`src/rtl/pc_gen_if.sv`:
```
// Fetch-PC handshake, redirect and status bundle between pc_gen and the IFU/EXU side.
interface pc_gen_if #(
  parameter int BITWIDTH = 32
);
  // fetch handshake
  logic                pc_valid;
  logic                pc_ready;
  logic [BITWIDTH-1:0] pc;
  // branch/jump redirect
  logic                redir_valid;
  logic [BITWIDTH-1:0] redir_pc;
  logic                redir_sel;
  logic [BITWIDTH-1:0] rs1_data;
  logic [31:0]         imm;
  // exception/mret redirect
  logic                exc_valid;
  logic [BITWIDTH-1:0] exc_target;
  // status
  logic                misalign;
  logic [BITWIDTH-1:0] bad_target;
  logic [BITWIDTH-1:0] fetch_cnt;

  modport master (
    output pc, pc_valid, misalign, bad_target, fetch_cnt,
    input  pc_ready, redir_valid, redir_pc, redir_sel, rs1_data, imm,
           exc_valid, exc_target
  );

  modport slave (
    input  pc, pc_valid, misalign, bad_target, fetch_cnt,
    output pc_ready, redir_valid, redir_pc, redir_sel, rs1_data, imm,
           exc_valid, exc_target
  );
endinterface

```
`src/rtl/pc_gen.sv`:
```
// Fetch program-counter generator: sequential advance on IFU accept, prioritized
// exception/branch redirects, misaligned-target trap and accepted-fetch counter.
module pc_gen #(
  parameter int                  BITWIDTH  = 32,
  parameter logic [BITWIDTH-1:0] RST_VALUE = 32'h80000000,
  parameter int                  STEP      = 4
) (
  input  logic     clk,
  input  logic     rst,
  pc_gen_if.master bus
);

  typedef enum logic [1:0] {
    BOOT = 2'd0,
    RUN  = 2'd1,
    HALT = 2'd2
  } state_t;

  // STEP=4 needs word alignment, STEP=2 halfword alignment
  localparam logic [1:0]          ALIGN_MASK = (STEP == 4) ? 2'b11 : 2'b01;
  localparam logic [BITWIDTH-1:0] STEP_INC   = BITWIDTH'(STEP);

  state_t              state_q;
  logic [BITWIDTH-1:0] pc_q;
  logic                pc_valid_q;
  logic                misalign_q;
  logic [BITWIDTH-1:0] bad_target_q;
  logic [BITWIDTH-1:0] fetch_cnt_q;

  logic [BITWIDTH-1:0] imm_ext;
  logic [BITWIDTH-1:0] base_d;
  logic [BITWIDTH-1:0] sum_d;
  logic [BITWIDTH-1:0] tgt_d;
  logic                mis_d;
  logic                fire_d;

  generate
    if (BITWIDTH > 32) begin : g_imm_wide
      assign imm_ext = {{(BITWIDTH-32){bus.imm[31]}}, bus.imm};
    end else begin : g_imm_narrow
      assign imm_ext = bus.imm[BITWIDTH-1:0];
    end
  endgenerate

  always_comb begin
    base_d = bus.redir_sel ? bus.rs1_data : bus.redir_pc;
    sum_d  = base_d + imm_ext;
    tgt_d  = sum_d;
    // jalr target drops bit 0 before the alignment check
    if (bus.redir_sel) tgt_d[0] = 1'b0;
    mis_d  = |(tgt_d[1:0] & ALIGN_MASK);
    fire_d = pc_valid_q & bus.pc_ready;
  end

  always_ff @(posedge clk) begin
    if (rst) begin
      state_q      <= BOOT;
      pc_q         <= RST_VALUE;
      pc_valid_q   <= 1'b0;
      misalign_q   <= 1'b0;
      bad_target_q <= '0;
      fetch_cnt_q  <= '0;
    end else begin
      misalign_q <= 1'b0;
      if (fire_d) fetch_cnt_q <= fetch_cnt_q + 1'b1;

      if (bus.exc_valid) begin
        // exception wins over everything and is never alignment-checked
        pc_q       <= bus.exc_target;
        state_q    <= RUN;
        pc_valid_q <= 1'b1;
      end else begin
        unique case (state_q)
          BOOT: begin
            state_q    <= RUN;
            pc_valid_q <= 1'b1;
          end
          RUN: begin
            if (bus.redir_valid) begin
              if (mis_d) begin
                misalign_q   <= 1'b1;
                bad_target_q <= tgt_d;
                state_q      <= HALT;
                pc_valid_q   <= 1'b0;
              end else begin
                pc_q <= tgt_d;
              end
            end else if (fire_d) begin
              pc_q <= pc_q + STEP_INC;
            end
          end
          HALT: begin
            pc_valid_q <= 1'b0;
          end
          default: begin
            state_q    <= BOOT;
            pc_valid_q <= 1'b0;
          end
        endcase
      end
    end
  end

  assign bus.pc         = pc_q;
  assign bus.pc_valid   = pc_valid_q;
  assign bus.misalign   = misalign_q;
  assign bus.bad_target = bad_target_q;
  assign bus.fetch_cnt  = fetch_cnt_q;

endmodule
```
`src/flat_wrapper.sv`:
```
// flat-port wrapper written by rule: the top's interface ports become plain ports
module pc_gen_flat 
#(
  parameter int                  BITWIDTH  = 32,
  parameter logic [BITWIDTH-1:0] RST_VALUE = 32'h80000000,
  parameter int                  STEP      = 4
)
  (clk, rst, bus_pc, bus_pc_valid, bus_misalign, bus_bad_target, bus_fetch_cnt, bus_pc_ready, bus_redir_valid, bus_redir_pc, bus_redir_sel, bus_rs1_data, bus_imm, bus_exc_valid, bus_exc_target);
  pc_gen_if #(.BITWIDTH(BITWIDTH)) bus_i ();
  input  logic clk;
  input  logic rst;
  output wire logic [$bits(bus_i.pc)-1:0] bus_pc;
  output wire logic [$bits(bus_i.pc_valid)-1:0] bus_pc_valid;
  output wire logic [$bits(bus_i.misalign)-1:0] bus_misalign;
  output wire logic [$bits(bus_i.bad_target)-1:0] bus_bad_target;
  output wire logic [$bits(bus_i.fetch_cnt)-1:0] bus_fetch_cnt;
  input wire logic [$bits(bus_i.pc_ready)-1:0] bus_pc_ready;
  input wire logic [$bits(bus_i.redir_valid)-1:0] bus_redir_valid;
  input wire logic [$bits(bus_i.redir_pc)-1:0] bus_redir_pc;
  input wire logic [$bits(bus_i.redir_sel)-1:0] bus_redir_sel;
  input wire logic [$bits(bus_i.rs1_data)-1:0] bus_rs1_data;
  input wire logic [$bits(bus_i.imm)-1:0] bus_imm;
  input wire logic [$bits(bus_i.exc_valid)-1:0] bus_exc_valid;
  input wire logic [$bits(bus_i.exc_target)-1:0] bus_exc_target;
  assign bus_pc = bus_i.pc;
  assign bus_pc_valid = bus_i.pc_valid;
  assign bus_misalign = bus_i.misalign;
  assign bus_bad_target = bus_i.bad_target;
  assign bus_fetch_cnt = bus_i.fetch_cnt;
  assign bus_i.pc_ready = bus_pc_ready;
  assign bus_i.redir_valid = bus_redir_valid;
  assign bus_i.redir_pc = bus_redir_pc;
  assign bus_i.redir_sel = bus_redir_sel;
  assign bus_i.rs1_data = bus_rs1_data;
  assign bus_i.imm = bus_imm;
  assign bus_i.exc_valid = bus_exc_valid;
  assign bus_i.exc_target = bus_exc_target;
  pc_gen #(.BITWIDTH(BITWIDTH), .RST_VALUE(RST_VALUE), .STEP(STEP)) u_core (.clk(clk), .rst(rst), .bus(bus_i));
endmodule
```
`config.mk`:
```
export PLATFORM = sky130hd
export DESIGN_NAME = pc_gen_flat
export DESIGN_NICKNAME = d
export VERILOG_FILES = /design/src/rtl/pc_gen_if.sv /design/src/rtl/pc_gen.sv /design/src/flat_wrapper.sv
export SDC_FILE = /design/constraint.sdc
export NUM_CORES = 1
export LEC_CHECK = 0
export ABC_AREA = 0
export BUFFER_PORTS_ARGS = -buffer_cell sky130_fd_sc_hd__buf_2
export CORE_MARGIN = 2
export CORE_UTILIZATION = 45
export DETAILED_ROUTE_END_ITERATION = 16
export PLACE_DENSITY = 0.83
export SYNTH_ARGS = -nofsm -noshare
export SYNTH_HDL_FRONTEND = slang
export SYNTH_SLANG_ARGS = --single-unit
```
`constraint.sdc`:
```
create_clock -name clk -period 7.1 [get_ports clk]
set_clock_uncertainty 0.2 [all_clocks]
set_input_delay 0.355 -clock clk [delete_from_list [all_inputs] [get_ports clk]]
set_output_delay 0.355 -clock clk [all_outputs]
set_load 0.005 [all_outputs]
```
# ---- Yosys cells after proc, flatten, opt, wreduce, memory -nomap -nowiden
# Index checks and enable logic that the tools add are counted.
dict set report word_totals {
  register_bits 100
  wordCells 50
  in_bits 134
  out_inout_bits 98
}
dict set report classes {
  muxes 16
  n_eq_ne 8
  bitwise 5
  n_addsub 3
  reduce_logical 11
}
# cell count
set op_table {}
lappend op_table {{$mux 32} 6}
lappend op_table {{$add 32x1->32 const B} 1}
lappend op_table {{$add 32x3->32 const B} 1}
lappend op_table {{$add 32x32->32} 1}
lappend op_table {{$reduce_and 3->1} 3}
lappend op_table {{$mux 1} 6}
lappend op_table {{$ne 3x3->1 const B} 2}
lappend op_table {{$pmux 2 s3} 1}
lappend op_table {{$mux 2} 2}
lappend op_table {{$ne 2x2->1 const B} 2}
lappend op_table {{$not 1->1} 4}
lappend op_table {{$reduce_and 4->1} 1}
lappend op_table {{$reduce_or 2->1} 2}
lappend op_table {{$reduce_or 4->1} 1}
lappend op_table {{$ne 3x2->1 const B} 1}
lappend op_table {{$reduce_bool 3->1} 1}
lappend op_table {{$eq 2x1->1 const B} 1}
lappend op_table {{$eq 2x2->1 const B} 1}
lappend op_table {{$logic_not 2->1} 1}
lappend op_table {{$ne 2x1->1 const B} 1}
lappend op_table {{$pmux 1 s2} 1}
lappend op_table {{$reduce_and 2->1} 1}
lappend op_table {{$reduce_bool 2->1} 1}
lappend op_table {{$and 1x1->1} 1}

# ---- Longest topological paths before layout
dict set report logic_depth {
  depth_word 8
  mapped_depth 13
  depth_no_buf 12
}

# ---- Worst setup path before layout
# OpenSTA, ideal clock, no wires.
dict set report synth_timing {
  path_type {input to register}
  from {in bus_redir_sel}
  to {reg u_core.pc_q[26] (netlist: u_core.bus.pc[26])}
  slack_ns 3.425
  setup_ns 0.086
  t_arrival_ns 3.390
  path_stages 12
  required_time_ns 6.814
  path_buffers 2
  cell_sequence {clkbuf_1 > clkbuf_1 > mux2_2 > ha_1 > nor2b_1 > o21bai_1 > a211oi_1 > or3_1 > o211a_1 > nor2_2 > mux2_2 > a211oi_1}
}
dict set report synth_via {
  elab_chain_cells 6
  word_cells_on_any_way 10
  classes_between {add/sub (1); eq/ne (1); mux (6); reduce/logical (2)}
}
# item line
set synth_rtl {}
lappend synth_rtl {{from (decl)} flat_wrapper.sv:20} ;# input wire logic [$bits(bus_i.redir_sel)-1:0] bus_redir_sel;
lappend synth_rtl {{$mux 32} pc_gen.sv:46} ;# base_d = bus.redir_sel ? bus.rs1_data : bus.redir_pc;
lappend synth_rtl {{$add 32x32->32} pc_gen.sv:47} ;# sum_d = base_d + imm_ext;
lappend synth_rtl {{$mux 1 or $mux 32 (tied branches)} {pc_gen.sv:50, pc_gen.sv:80}}
lappend synth_rtl {{$reduce_or 2->1 or $mux 32 (tied branches)} {pc_gen.sv:51, pc_gen.sv:79}}
lappend synth_rtl {{$ne 3x3->1 (no source line) or $mux 32 (tied branches)} -}
lappend synth_rtl {{$reduce_and 3->1 (no source line) or $mux 32 (tied branches)} -}
lappend synth_rtl {{to (signal assigned)} pc_gen.sv:69} ;# pc_q <= bus.exc_target;
lappend synth_rtl {{to (signal assigned)} pc_gen.sv:86} ;# pc_q <= tgt_d;
lappend synth_rtl {{to (signal assigned)} pc_gen.sv:89} ;# pc_q <= pc_q + STEP_INC;
lappend synth_rtl {{to (decl)} pc_gen.sv:24} ;# logic [BITWIDTH-1:0] pc_q;
# Parallel ways exist; a longest one is shown, timed or not. The select of a mux whose other input is x is not followed.
# A chain may end at the register's enable or synchronous reset.

# ---- Worst setup path in the final report
dict set report layout_timing {
  from {in bus_redir_sel}
  to {reg u_core.pc_q[29] (netlist: u_core.bus.pc[29])}
}
# The elaborated chain is that of the path after synthesis.

==> impl_metrics.py <==
metrics = {
    "status": {
        "status": "complete, no violations",
    },
    "critical_path": {
        "ff2ff_path_depth": 7,
        "reg2reg_from": "u_core.bus.pc[12]$_SDFFE_PP0P_",
        "crit_required_ns": 7.14,
        "cp-end-kind": "register",
        "crit_path_max_fanout": 33,
        "endpoint": "u_core.bus.pc[29]$_SDFFE_PP0P_",
        "start_kind": "primary input",
        "cp.arrival_ns": 4.08,
        "reg2reg_to": "u_core.bus.pc[31]$_SDFFE_PP1P_",
        "reg2reg_setup_slack_ns": 4.20,
        "crit_type": "in -> reg",
        "startpoint": "bus_redir_sel",
    },
    "route": {
        "remaining_drc_errors": 0,
        "ant_nets": 0,
        "wl_per_cell_um": 17.6,
        "first_pass_iters": 5,
        "routed_via_density": 5.91,
        "drtIter0Drc": 718,
        "wl_mm": 23.4,
        "num_vias": 7881,
    },
    "timing": {
        "post-route-period-util_pct": 56.9,
        "setup_violations": 0,
        "rsz0062_at_grt": "false",
        "tightest_slew_ns": 0.971,
        "relSlewSlack_pct": 34.7,
        "fmax_ghz": 0.248,
        "slew_viol_final": 0,
        "final-hold-violation-count": 0,
        "fin_crit_ns": 4.04,
        "final.setup.tns_ns": 0,
    },
    "logic_synthesis": {
        "synthAdderAreaFrac_pct": 6.13,
        "synth_area_per_cell_um2": 7.72,
        "synth_warnings": 0,
        "synth_cells": 915,
        "synth_edf_count": 0,
        "synth_compound_area_share_pct": 24.1,
        "synth.distinct_cells": 71,
        "synth_area_leaders": "dfxtp_1, a21oi_1, ha_1",
        "synth-seq-area-share_pct": 28.4,
        "synthMuxAreaShare_pct": 6.27,
        "synth_area_um2": 7060,
        "synth_top_family_by_area": "simple AND/OR/NAND/NOR gates",
        "synth_top_area_share_pct": 28.4,
        "synth_nets": 1083,
        "synthTopCellsByCount": "nor2_1, dfxtp_1, a21oi_1",
        "synth_top_area_cell": "dfxtp_1",
        "post-synth-top-count-cell": "nor2_1",
        "yosys_register_bits": 100,
        "synthSimpleGateAreaFrac_pct": 24.3,
        "synth_xor_area_share_pct": 7.07,
        "synthArstFlopShare_pct": 0,
        "yosys_most_used_dff": "dfxtp_1",
    },
    "global_route": {
        "grt_remaining_overflow": 0,
        "grt_max_degree": 52,
        "grt_use_total_pct": 27.7,
        "grt_pass1_wl_mm": 36.7,
        "antenna_found_initial": 0,
        "grt_pass1_vias": 7220,
    },
    "clock_network": {
        "cts_resized": 0,
        "cts_setup_buffers": 0,
        "cts_tree": "built",
        "cts.path.max_buffers": 2,
        "clock_latency_ns": 0.36,
        "cts_sinks": 100,
        "htreeDepth": 3,
        "cts_made_buffers": 9,
        "clock-root-buffer": "clkbuf_16",
        "cts_hold_buf": 0,
        "clk_pin_slew_ns": 0.07,
    },
    "finish": {
        "fillers": 1512,
        "area_delta_synth_final_pct": 22.3,
        "drive_gt1_share_pct": 27.2,
        "nets": 1285,
        "final_cells": 1334,
    },
    "placement": {
        "dp_cells": 1317,
        "io_buffers": 231,
        "dp_hpwl_mm": 17.9,
        "place.gp.congestion": 0.959,
    },
    "floorplanning": {
        "die_h_um": 129,
        "boundaryPins": 232,
        "num_rows": 45,
        "initial_utilization_pct": 46.3,
        "dieArea_um2": 16700,
        "die_w_um": 129,
        "core-area_um2": 15300,
    },
    "pwr": {
        "p_sw_uw": 528,
        "p_sw_share_pct": 33.8,
        "p_clk_share_pct": 30.7,
        "p_int_uw": 1030,
        "p_seq_share_pct": 39.6,
        "comb_power_share_pct": 29.7,
        "cellPowerDensity_nw_per_um2": 181,
        "power_leakage_uw": 0.00383,
        "power_uw": 1560,
        "ir_drop_v": 0.000115,
    },
    "worst_hold_path": {
        "hp-class": "in -> reg",
    },
    "job": {
        "max_cap_violations": 0,
    },
}
[final cells by class]
cell class	count	area (um2)	share of cell area (%)
multi-input combinational	746	4790	55.5
clock buffer	13	260	3.02
antenna	1	2.50	0.0290
clock inverter	3	21.3	0.246
inverter	22	82.6	0.957
sequential	100	2000	23.2
timing repair buffer	238	1210	14.0
tap	211	264	3.06
[routing by layer]
metal,vias up,GRT usage (%),wire length (um)
li1,3738,-,-
met1,3632,36.1,9320
met2,456,45.1,11200
met3,55,5.57,2180
met4,0,11.0,772
met5,-,0,0
[per-stage QoR]
step | instance area, um2 | utilization [%] | hold slack (ns) | setup slack [ns]
6_report | 8630 | 56.6 | 0.0339 | 3.06
5_1_grt | 8630 | 56.5 | 0.0279 | 2.86
4_1_cts | 8630 | 56.5 | 0.0308 | 3.15
3_5_place_dp | 8350 | 54.7 | 0.246 | 2.79
3_3_place_gp | 8350 | 54.7 | 0.242 | 2.97
2_1_floorplan | 7060 | - | 0.245 | 3.42
[logic make-up after synthesis]
family,count (synthesis)
AOI/OAI and AO/OA,268
xor gates and xnor gates,57
adders and majority gates,34
buffers and inverters,69
DFF,100
muxes,40
and+or+nand+nor,347
[power groups by stage]
stage	sequential, uW	combinational [uW]	clock [uW]
finish	619	463	480
global route	622	505	508
CTS	617	455	487
detailed placement	630	451	0
global placement	629	446	0
floorplan	625	295	0
[worst max-delay path: stages]
cell       delay (ns)
buf_2            0.58
mux2_2           0.28
ha_1             0.18
inv_1            0.06
fa_1             0.58
a21oi_1          0.14
nor2_1           0.18
o21ai_1          0.22
buf_4            0.27
nor2_1           0.66
o21ai_0          0.27
a2bb2oi_1        0.22
nand2_1          0.06
[cells in the final DEF, fill, tap and decap left out, types with 4 or more instances in the layout]
| cell | synthesis | final |
|---|---|---|
| a211oi_1 | 22 | 22 |
| a21o_1 | 17 | 17 |
| a21oi_1 | 96 | 96 |
| a221o_1 | 7 | 7 |
| a31oi_1 | 11 | 11 |
| and2_1 | 8 | 8 |
| and3_1 | 20 | 20 |
| and4_1 | 8 | 8 |
| buf_2 | 4 | 231 |
| buf_4 | 1 | 7 |
| clkbuf_16 | 0 | 9 |
| dfxtp_1 | 100 | 100 |
| ha_1 | 33 | 33 |
| inv_1 | 21 | 21 |
| mux2_2 | 34 | 34 |
| mux2i_1 | 6 | 6 |
| nand2_1 | 83 | 83 |
| nand3_1 | 42 | 42 |
| nand4_1 | 15 | 15 |
| nor2_1 | 106 | 106 |
| nor2b_1 | 4 | 4 |
| nor3_1 | 18 | 18 |
| nor4_1 | 5 | 5 |
| o211ai_1 | 6 | 6 |
| o21a_1 | 4 | 4 |
| o21ai_0 | 46 | 46 |
| o21ai_1 | 4 | 4 |
| o21bai_1 | 10 | 10 |
| o221ai_1 | 5 | 5 |
| o22ai_1 | 4 | 4 |
| o31ai_1 | 6 | 6 |
| or3_1 | 15 | 15 |
| xnor2_1 | 30 | 30 |
| xor2_1 | 27 | 27 |
[how the worst min path moves through the flow]
stage / from / endpoint / slack, ns / cells past startpoint
finish: bus_exc_target[3] / u_core.bus.pc[3]$_SDFFE_PP0P_ / 0.03 / 3
global route: bus_exc_target[0] / u_core.bus.pc[0]$_SDFFE_PP0P_ / 0.03 / 3
CTS: bus_exc_target[3] / u_core.bus.pc[3]$_SDFFE_PP0P_ / 0.03 / 3
detailed placement: u_core.bus.bad_target[21]$_SDFFE_PP0P_ / u_core.bus.bad_target[21]$_SDFFE_PP0P_ / 0.25 / 2
global placement: u_core.bus.bad_target[15]$_SDFFE_PP0P_ / u_core.bus.bad_target[15]$_SDFFE_PP0P_ / 0.24 / 2
floorplan: u_core.state_q[1]$_SDFFE_PP0P_ / u_core.state_q[1]$_SDFFE_PP0P_ / 0.24 / 2
[sequential cells by signal, summed over array words and instances, names as in the netlist]
| register | flops |
|---|---|
| u_core.bus.pc | 32 |
| u_core.state_q | 2 |
| u_core.bus.misalign | 1 |
| u_core.bus.bad_target | 32 |
| u_core.bus.pc_valid | 1 |
| u_core.bus.fetch_cnt | 32 |
Power figures use the tool's default switching activity.
